==> config.mk <==
export PLATFORM = sky130hd
export DESIGN_NAME = bcd_counter_n
export DESIGN_NICKNAME = d
export VERILOG_FILES = /design/src/rtl/bcd_pkg.sv /design/src/rtl/bcd_to_7seg.sv /design/src/rtl/bcd_counter_n.sv
export SDC_FILE = /design/constraint.sdc
export NUM_CORES = 1
export LEC_CHECK = 0
export CAP_MARGIN = 0
export CORE_ASPECT_RATIO = 1.4
export CORE_UTILIZATION = 40
export CTS_CLUSTER_DIAMETER = 40
export DETAILED_ROUTE_END_ITERATION = 6
export PLACE_DENSITY_LB_ADDON = 0.05
export SYNTH_ARGS = -nofsm -noshare
export SYNTH_HDL_FRONTEND = slang
export SYNTH_SLANG_ARGS = --single-unit
==> constraint.sdc <==
create_clock -name clk -period 2.51 [get_ports clk]
set_clock_uncertainty 0.05 [all_clocks]
set_input_delay 0.502 -clock clk [delete_from_list [all_inputs] [get_ports clk]]
set_output_delay 0.502 -clock clk [all_outputs]
set_load 0.01 [all_outputs]
==> src/rtl/bcd_pkg.sv <==
// Shared types, constants and helpers for the BCD counter and its display decoder.
package bcd_pkg;

   typedef logic [3:0] bcd_digit_t;
   typedef logic [6:0] seg7_t;

   // Active-low segment pattern for a dark digit.
   localparam seg7_t SEG_BLANK = 7'h7F;

   // Active-low {g,f,e,d,c,b,a} patterns for digits 0-9.
   localparam seg7_t SEG_LUT [10] = '{
      7'h40, 7'h79, 7'h24, 7'h30, 7'h19,
      7'h12, 7'h02, 7'h78, 7'h00, 7'h10
   };

   // Clamp an out-of-range digit to 9.
   function automatic bcd_digit_t bcd_sanitize(input bcd_digit_t d);
      return (d > 4'd9) ? 4'd9 : d;
   endfunction

endpackage

==> src/rtl/bcd_to_7seg.sv <==
// Single-digit BCD to active-low seven-segment decoder; non-BCD codes blank the digit.
module bcd_to_7seg
   import bcd_pkg::*;
(
   input  bcd_digit_t digit,
   output seg7_t      seg
);

   // Table lookup for valid digits, blank otherwise.
   always_comb begin
      seg = SEG_BLANK;
      if (digit <= 4'd9) begin
         seg = SEG_LUT[digit];
      end
   end

endmodule

==> src/rtl/bcd_counter_n.sv <==
// Multi-digit up/down BCD counter with programmable modulo, load, terminal-count pulse
// and per-digit seven-segment outputs.
// Build option: define BCD_COUNTER_N_SEG_EN to instantiate the segment decoders;
// otherwise seg is tied high (display blank).
module bcd_counter_n
   import bcd_pkg::*;
#(
   parameter int unsigned DIGITS = 2
) (
   input  logic                  clk,
   input  logic                  reset,
   input  logic                  en,
   input  logic                  up,
   input  logic                  load,
   input  logic [4*DIGITS-1:0]   load_val,
   input  logic [4*DIGITS-1:0]   limit,
   output logic [4*DIGITS-1:0]   bcd,
   output logic                  tc,
   output logic [7*DIGITS-1:0]   seg
);

   localparam int unsigned W = 4 * DIGITS;

   logic [W-1:0] bcd_q, bcd_d;
   logic         tc_q, tc_d;
   logic [W-1:0] load_s, lim_s;
   logic [W-1:0] bcd_inc, bcd_dec;
   logic         carry, borrow;
   bcd_digit_t   cur;

   // Per-digit input sanitising: bad load digits become 0, bad limit digits become 9.
   for (genvar i = 0; i < DIGITS; i++) begin : g_digit
      bcd_digit_t ld;
      assign ld                 = load_val[4*i +: 4];
      assign load_s[4*i +: 4]   = (ld > 4'd9) ? 4'd0 : ld;
      assign lim_s[4*i +: 4]    = bcd_sanitize(limit[4*i +: 4]);
   end

   // Ripple carry/borrow chain from digit 0 for the increment and decrement candidates.
   always_comb begin
      bcd_inc = bcd_q;
      bcd_dec = bcd_q;
      carry   = 1'b1;
      borrow  = 1'b1;
      cur     = '0;
      for (int i = 0; i < DIGITS; i++) begin
         cur = bcd_q[4*i +: 4];
         if (carry) begin
            if (cur == 4'd9) begin
               bcd_inc[4*i +: 4] = 4'd0;
            end else begin
               bcd_inc[4*i +: 4] = cur + 4'd1;
               carry             = 1'b0;
            end
         end
         if (borrow) begin
            if (cur == 4'd0) begin
               bcd_dec[4*i +: 4] = 4'd9;
            end else begin
               bcd_dec[4*i +: 4] = cur - 4'd1;
               borrow            = 1'b0;
            end
         end
      end
   end

   // Next-state selection: load beats enable; wrap raises tc for one cycle.
   always_comb begin
      bcd_d = bcd_q;
      tc_d  = 1'b0;
      if (load) begin
         bcd_d = load_s;
      end else if (en) begin
         if (up) begin
            // >= also catches a limit lowered below the current count.
            if (bcd_q >= lim_s) begin
               bcd_d = '0;
               tc_d  = 1'b1;
            end else begin
               bcd_d = bcd_inc;
            end
         end else begin
            if (bcd_q == '0) begin
               bcd_d = lim_s;
               tc_d  = 1'b1;
            end else begin
               bcd_d = bcd_dec;
            end
         end
      end
   end

   // Count and terminal-count registers with synchronous reset.
   always_ff @(posedge clk) begin
      if (reset) begin
         bcd_q <= '0;
         tc_q  <= 1'b0;
      end else begin
         bcd_q <= bcd_d;
         tc_q  <= tc_d;
      end
   end

   assign bcd = bcd_q;
   assign tc  = tc_q;

`ifdef BCD_COUNTER_N_SEG_EN
   for (genvar i = 0; i < DIGITS; i++) begin : g_seg
      bcd_to_7seg u_seg (
         .digit (bcd_q[4*i +: 4]),
         .seg   (seg[7*i +: 7])
      );
   end
`else
   assign seg = '1;
`endif

endmodule

## Yosys cells after proc, flatten, opt, wreduce, memory -nomap -nowiden

Index checks and enable logic that the tools add are counted.

- Add/subtract/negate cells: 4
- Magnitude comparators: 5
- Equality and inequality tests: 3
- Muxes and demuxes: 20
- Bitwise operators: 1
- Reduce and logical (&&, ||, !) cells: 7

Operator list:

| operator | count |
|---|---|
| 2-to-1 mux 4 bit | 10 |
| 2-to-1 mux 8 bit | 5 |
| > comparator 4 bit (second input constant) | 4 |
| adder 4 x 1 -> 4 bit (second input constant) | 2 |
| == test 4 bit (second input constant) | 2 |
| greater-or-equal comparator 8 bit | 1 |
| logical NOT 4 bit | 2 |
| logical NOT 8 bit | 1 |
| subtractor 4 x 1 -> 4 bit (second input constant) | 2 |
| 2-to-1 mux 1 bit | 5 |
| != test 4 x 1 -> 1 bit (second input constant) | 1 |
| nonzero test 4 bit | 1 |
| AND reduction 3 bit | 1 |
| OR reduction 3 bit | 1 |
| nonzero test 2 bit | 1 |
| inverter 1 bit | 1 |

- Register bits: 9
- Input bits: 21
- Output and inout bits: 23

## Logic depth before layout (Yosys ltp)

- Word-level depth: 7
- Gate-level depth with buffers: 10

## Worst setup path before layout

No wires, ideal clock.

- Kind: input to register
- Start point: input port limit[2]
- End point: register bcd_q[6], in the netlist bcd[6]
- Arrival time: 2.371 ns
- Setup slack: 0.004 ns
- Stages: 9
- Path through: o21ai_0 nand2b_1 ha_1 nand2b_1 a2111oi_0 o21ai_1 o32ai_1 o21ai_1 a211oi_1

- Longest elaborated chain between the ends: 7
- Elaborated cells on any way between the ends: 9
- Classes of those cells: order compare (2); eq/ne (1); mux (5); reduce/logical (1)

Ends and longest elaborated chain:

| item | line | source |
|---|---|---|
| start: declaration | bcd_counter_n.sv:16 | `input logic [4*DIGITS-1:0] limit,` |
| > comparator 4 bit | bcd_pkg.sv:18 | `return (d > 4'd9) ? 4'd9 : d;` |
| 2-to-1 mux 4 bit (*) | bcd_pkg.sv:18 |  |
| greater-or-equal comparator 8 bit (*) | bcd_counter_n.sv:76 | `if (bcd_q >= lim_s) begin` |
| 2-to-1 mux 8 bit | bcd_counter_n.sv:76 |  |
| 2-to-1 mux 8 bit | bcd_counter_n.sv:74 | `if (up) begin` |
| 2-to-1 mux 8 bit | bcd_counter_n.sv:73 | `end else if (en) begin` |
| 2-to-1 mux 8 bit | bcd_counter_n.sv:71 | `if (load) begin` |
| end signal: assignment | bcd_counter_n.sv:96 | `bcd_q <= '0;` |
| end signal: assignment | bcd_counter_n.sv:99 | `bcd_q <= bcd_d;` |
| end: declaration | bcd_counter_n.sv:24 | `logic [W-1:0] bcd_q, bcd_d;` |

Every way passes the cells marked *; elsewhere a longest branch is shown, timed or not. The select of a mux whose other input is x is not followed.
A chain may end at the register's enable or synchronous reset.

## Final worst setup path

Ends and elaborated chain as after synthesis.

==> reports/metrics.yaml <==
run_status:
  outcome: "finished, final reports clean"
floorplan:
  die-area_mm2: 0.00319
  die_x_um: 48
  initial_core_util_pct: 41.6
  core_area_mm2: 0.00285
  io-pin-count: 44
  die_h_um: 66.4
  num_rows: 23
global_routing:
  grt_first_pass_wirelength_mm: 6.11
  overflow: 0
  global_router_s_overall_resource_usage_pct: 26.5
  grt_max_degree: 11
  grt_pass1_vias: 1427
  number_of_antenna_violations_at_the_first_check_in_global_routing: 0
finish:
  layout.filler_cells: 244
  nNetsFinal: 267
  design_area_mm2: 0.00189
  final_cell_mix: "sky130_fd_sc_hd__buf_4, sky130_fd_sc_hd__clkdlybuf4s50_1, sky130_fd_sc_hd__nor2_1, sky130_fd_sc_hd__inv_1, sky130_fd_sc_hd__conb_1"
  final_layout_size_suffix_gt1_share_pct: 28.1
  layoutNonFillerInstCount: 268
  layout-area-overhead-vs-synth_pct: 59.3
  diodes: 0
  commonest_non_fill_non_tap_cell_in_the_layout: "sky130_fd_sc_hd__buf_4"
run:
  max_cap_viol_count: 0
logic_synthesis:
  synth.mux.area_fraction_pct: 0
  synth.cell_area_mm2: 0.00118
  postSynthAreaPerCell_um2: 7.10
  synth_compound_gate_area_share_pct: 29.5
  synth_top_family_by_area: "compound AO/OA/AOI/OAI gates"
  ys.flop_type: "sky130_fd_sc_hd__dfxtp_1"
  yosysWarnings: 0
  synth-seq-cells: 9
  post_synth_inst_count: 167
  synth_edf_count: 0
  synthArstFlopShare_pct: 0
  area_share_of_fa_ha_maj_cells_after_synthesis_pct: 14.8
  synth.distinct_cells: 44
  synth-simple-area-share_pct: 22.0
  synth_sequential_area_ratio_pct: 15.2
  synthXorXnorAreaFrac_pct: 2.22
clocking:
  worst_skew_pair.late_latency_ns: 0.23
  clock_pin_transition_on_the_worst_setup_and_hold_timing_paths_ns: 0.05
  clockBufferDepth: 2
  cts-htree-levels: 1
  cts_made_buffers: 3
  number_of_hold_buffers_added_after_cts: 0
  cts-root-buf: "sky130_fd_sc_hd__clkbuf_8"
  cts_tree: "yes"
  numClockSinks: 9
routing:
  detailroute.via_count: 1434
  drt_wl_total_mm: 3.95
  detail_route.wl_per_cell_um: 14.7
  post_drt_via_cell_ratio: 5.35
  drcViolationCount: 0
  ant_nets: 0
  drtPass1Iterations: 4
  drt_first_iter_violations: 32
critical_path:
  critPathKind: "primary input to flip-flop"
  start_kind: "primary input"
  cp-end-kind: "flip-flop"
  largest_fanout_of_any_net_on_the_critical_path: 6
  arrival_ns: 2.52
  cp_data_required_time_ns: 2.56
pwr:
  power.net_switching_mw: 0.277
  static-leakage-power_nw: 0.857
  switching_share_pct: 36.9
  power-per-cell-area_mw_per_mm2: 399
  sequentialPowerShare_pct: 22.8
  clock_network_fraction_of_design_power_pct: 22.9
  power.ir.vdd_worst_v: 0.000286
  comb_power_share_pct: 54.3
  internal-power_mw: 0.475
timing:
  final_period_minus_worst_setup_slack_ns: 2.47
  timing.final.setup_violations: 0
  drv_slew: 0
  hold_viol_final: 0
  final_min_period_over_clock_period_pct: 98.5
  max_freq_ghz: 0.404
hold_path:
  min_path_type: "flip-flop to flip-flop"
place:
  place_congestion: 0.905
  buffer_ports.inserted: 29
  placement.cell_area_mm2: 0.00161
  placed_wire_length_estimate_after_detailed_placement_mm: 2.89
  placed_cells: 249
## logic make-up after synthesis
| kind of cell | Yosys count |
|---|---|
| other cells | 1 |
| flops | 9 |
| buf+inv | 36 |
| fa+ha+maj | 14 |
| xor+xnor | 3 |
| compound gates | 50 |
| simple gates | 54 |
## layer usage
metal	vias to the layer above	wire (um)	track usage, %
met1	674	1500	27.9
met2	44	2210	48.1
met3	12	133	4.92
met5	-	0	0
met4	0	108	10.8
li1	704	-	-
## power by group through the flow
stage	Clock, mW	Combinational [mW]	Sequential [mW]
finish	0.172	0.409	0.172
global route	0.186	0.444	0.173
CTS	0.175	0.373	0.172
detailed placement	0	0.330	0.174
global placement	0	0.322	0.173
floorplan	0	0.183	0.183
## cells in the mapped netlist (all sizes together) (2+ instances only)
cell,n,area [um^2]
nand3,6,30.0
o221a,2,22.5
o21ai,12,60.1
o221ai,3,26.3
nand2,12,45.0
o21a,2,15.0
dfxtp,9,180
inv,16,60.1
xnor2,2,17.5
a21oi,8,40.0
a31o,2,17.5
a221oi,3,26.3
ha,14,175
nand2b,4,25.0
clkbuf,4,15.0
buf,16,115
o311ai,3,26.3
or3b,2,17.5
nor3,4,20.0
a31oi,5,31.3
nor2,19,71.3
## stage by stage
| stage | total power [mW] | TNS (ns) | hold slack [ns] | util [%] | setup slack, ns |
|---|---|---|---|---|---|
| after floorplan | 0.365 | 0 | 0.491 | - | 0.00370 |
| after global placement | 0.496 | -4.26 | 0.504 | 56.6 | -0.536 |
| after detailed placement | 0.504 | -4.72 | 0.513 | 56.6 | -0.643 |
| after CTS | 0.721 | 0 | 0.547 | 63.9 | 0.0229 |
| after global routing | 0.802 | -0.0343 | 0.568 | 66.3 | -0.0343 |
| final | 0.753 | 0 | 0.551 | 66.3 | 0.0369 |
## path summary, 6_finish.rpt
check                                    startpoint                   to  slack (ns)  cells past startpoint
worst max-delay path                       limit[2]  bcd[6]$_SDFFE_PP0P_        0.04                     11
worst min-delay path            bcd[5]$_SDFFE_PP0P_  bcd[5]$_SDFFE_PP0P_        0.55                      2
worst max register to register  bcd[1]$_SDFFE_PP0P_  bcd[6]$_SDFFE_PP0P_        0.22                      8
worst min register to register  bcd[5]$_SDFFE_PP0P_  bcd[5]$_SDFFE_PP0P_        0.55                      2
## state kept, by name, summed over array words and instances (netlist names)
signal,flops
bcd,8
tc,1
## critical path, cell delays in order
cell                        delay (ns)
sky130_fd_sc_hd__clkbuf_2         0.12
sky130_fd_sc_hd__o21ai_2          0.19
sky130_fd_sc_hd__nand2b_4         0.08
sky130_fd_sc_hd__ha_4             0.23
sky130_fd_sc_hd__nand2b_4         0.14
sky130_fd_sc_hd__a2111oi_4        0.33
sky130_fd_sc_hd__buf_4            0.18
sky130_fd_sc_hd__o211ai_1         0.19
sky130_fd_sc_hd__a31o_2           0.35
sky130_fd_sc_hd__nor2_1           0.14
sky130_fd_sc_hd__a211oi_1         0.06
## repair_timing
item	CTS	global route
resized for setup	20	21
pin swaps	9	10
setup buffers	14	2
setup endpoints to repair	9	6
## final cells by class
type	instances	area [um^2]	share of cell area, %
timing repair buffer	67	573	30.4
clock buffer	4	45.0	2.39
sequential	9	180	9.54
multi-input combinational	135	983	52.1
tap	37	46.3	2.45
inverter	16	60.1	3.18
No activity file was read; power rests on OpenSTA's default activity.
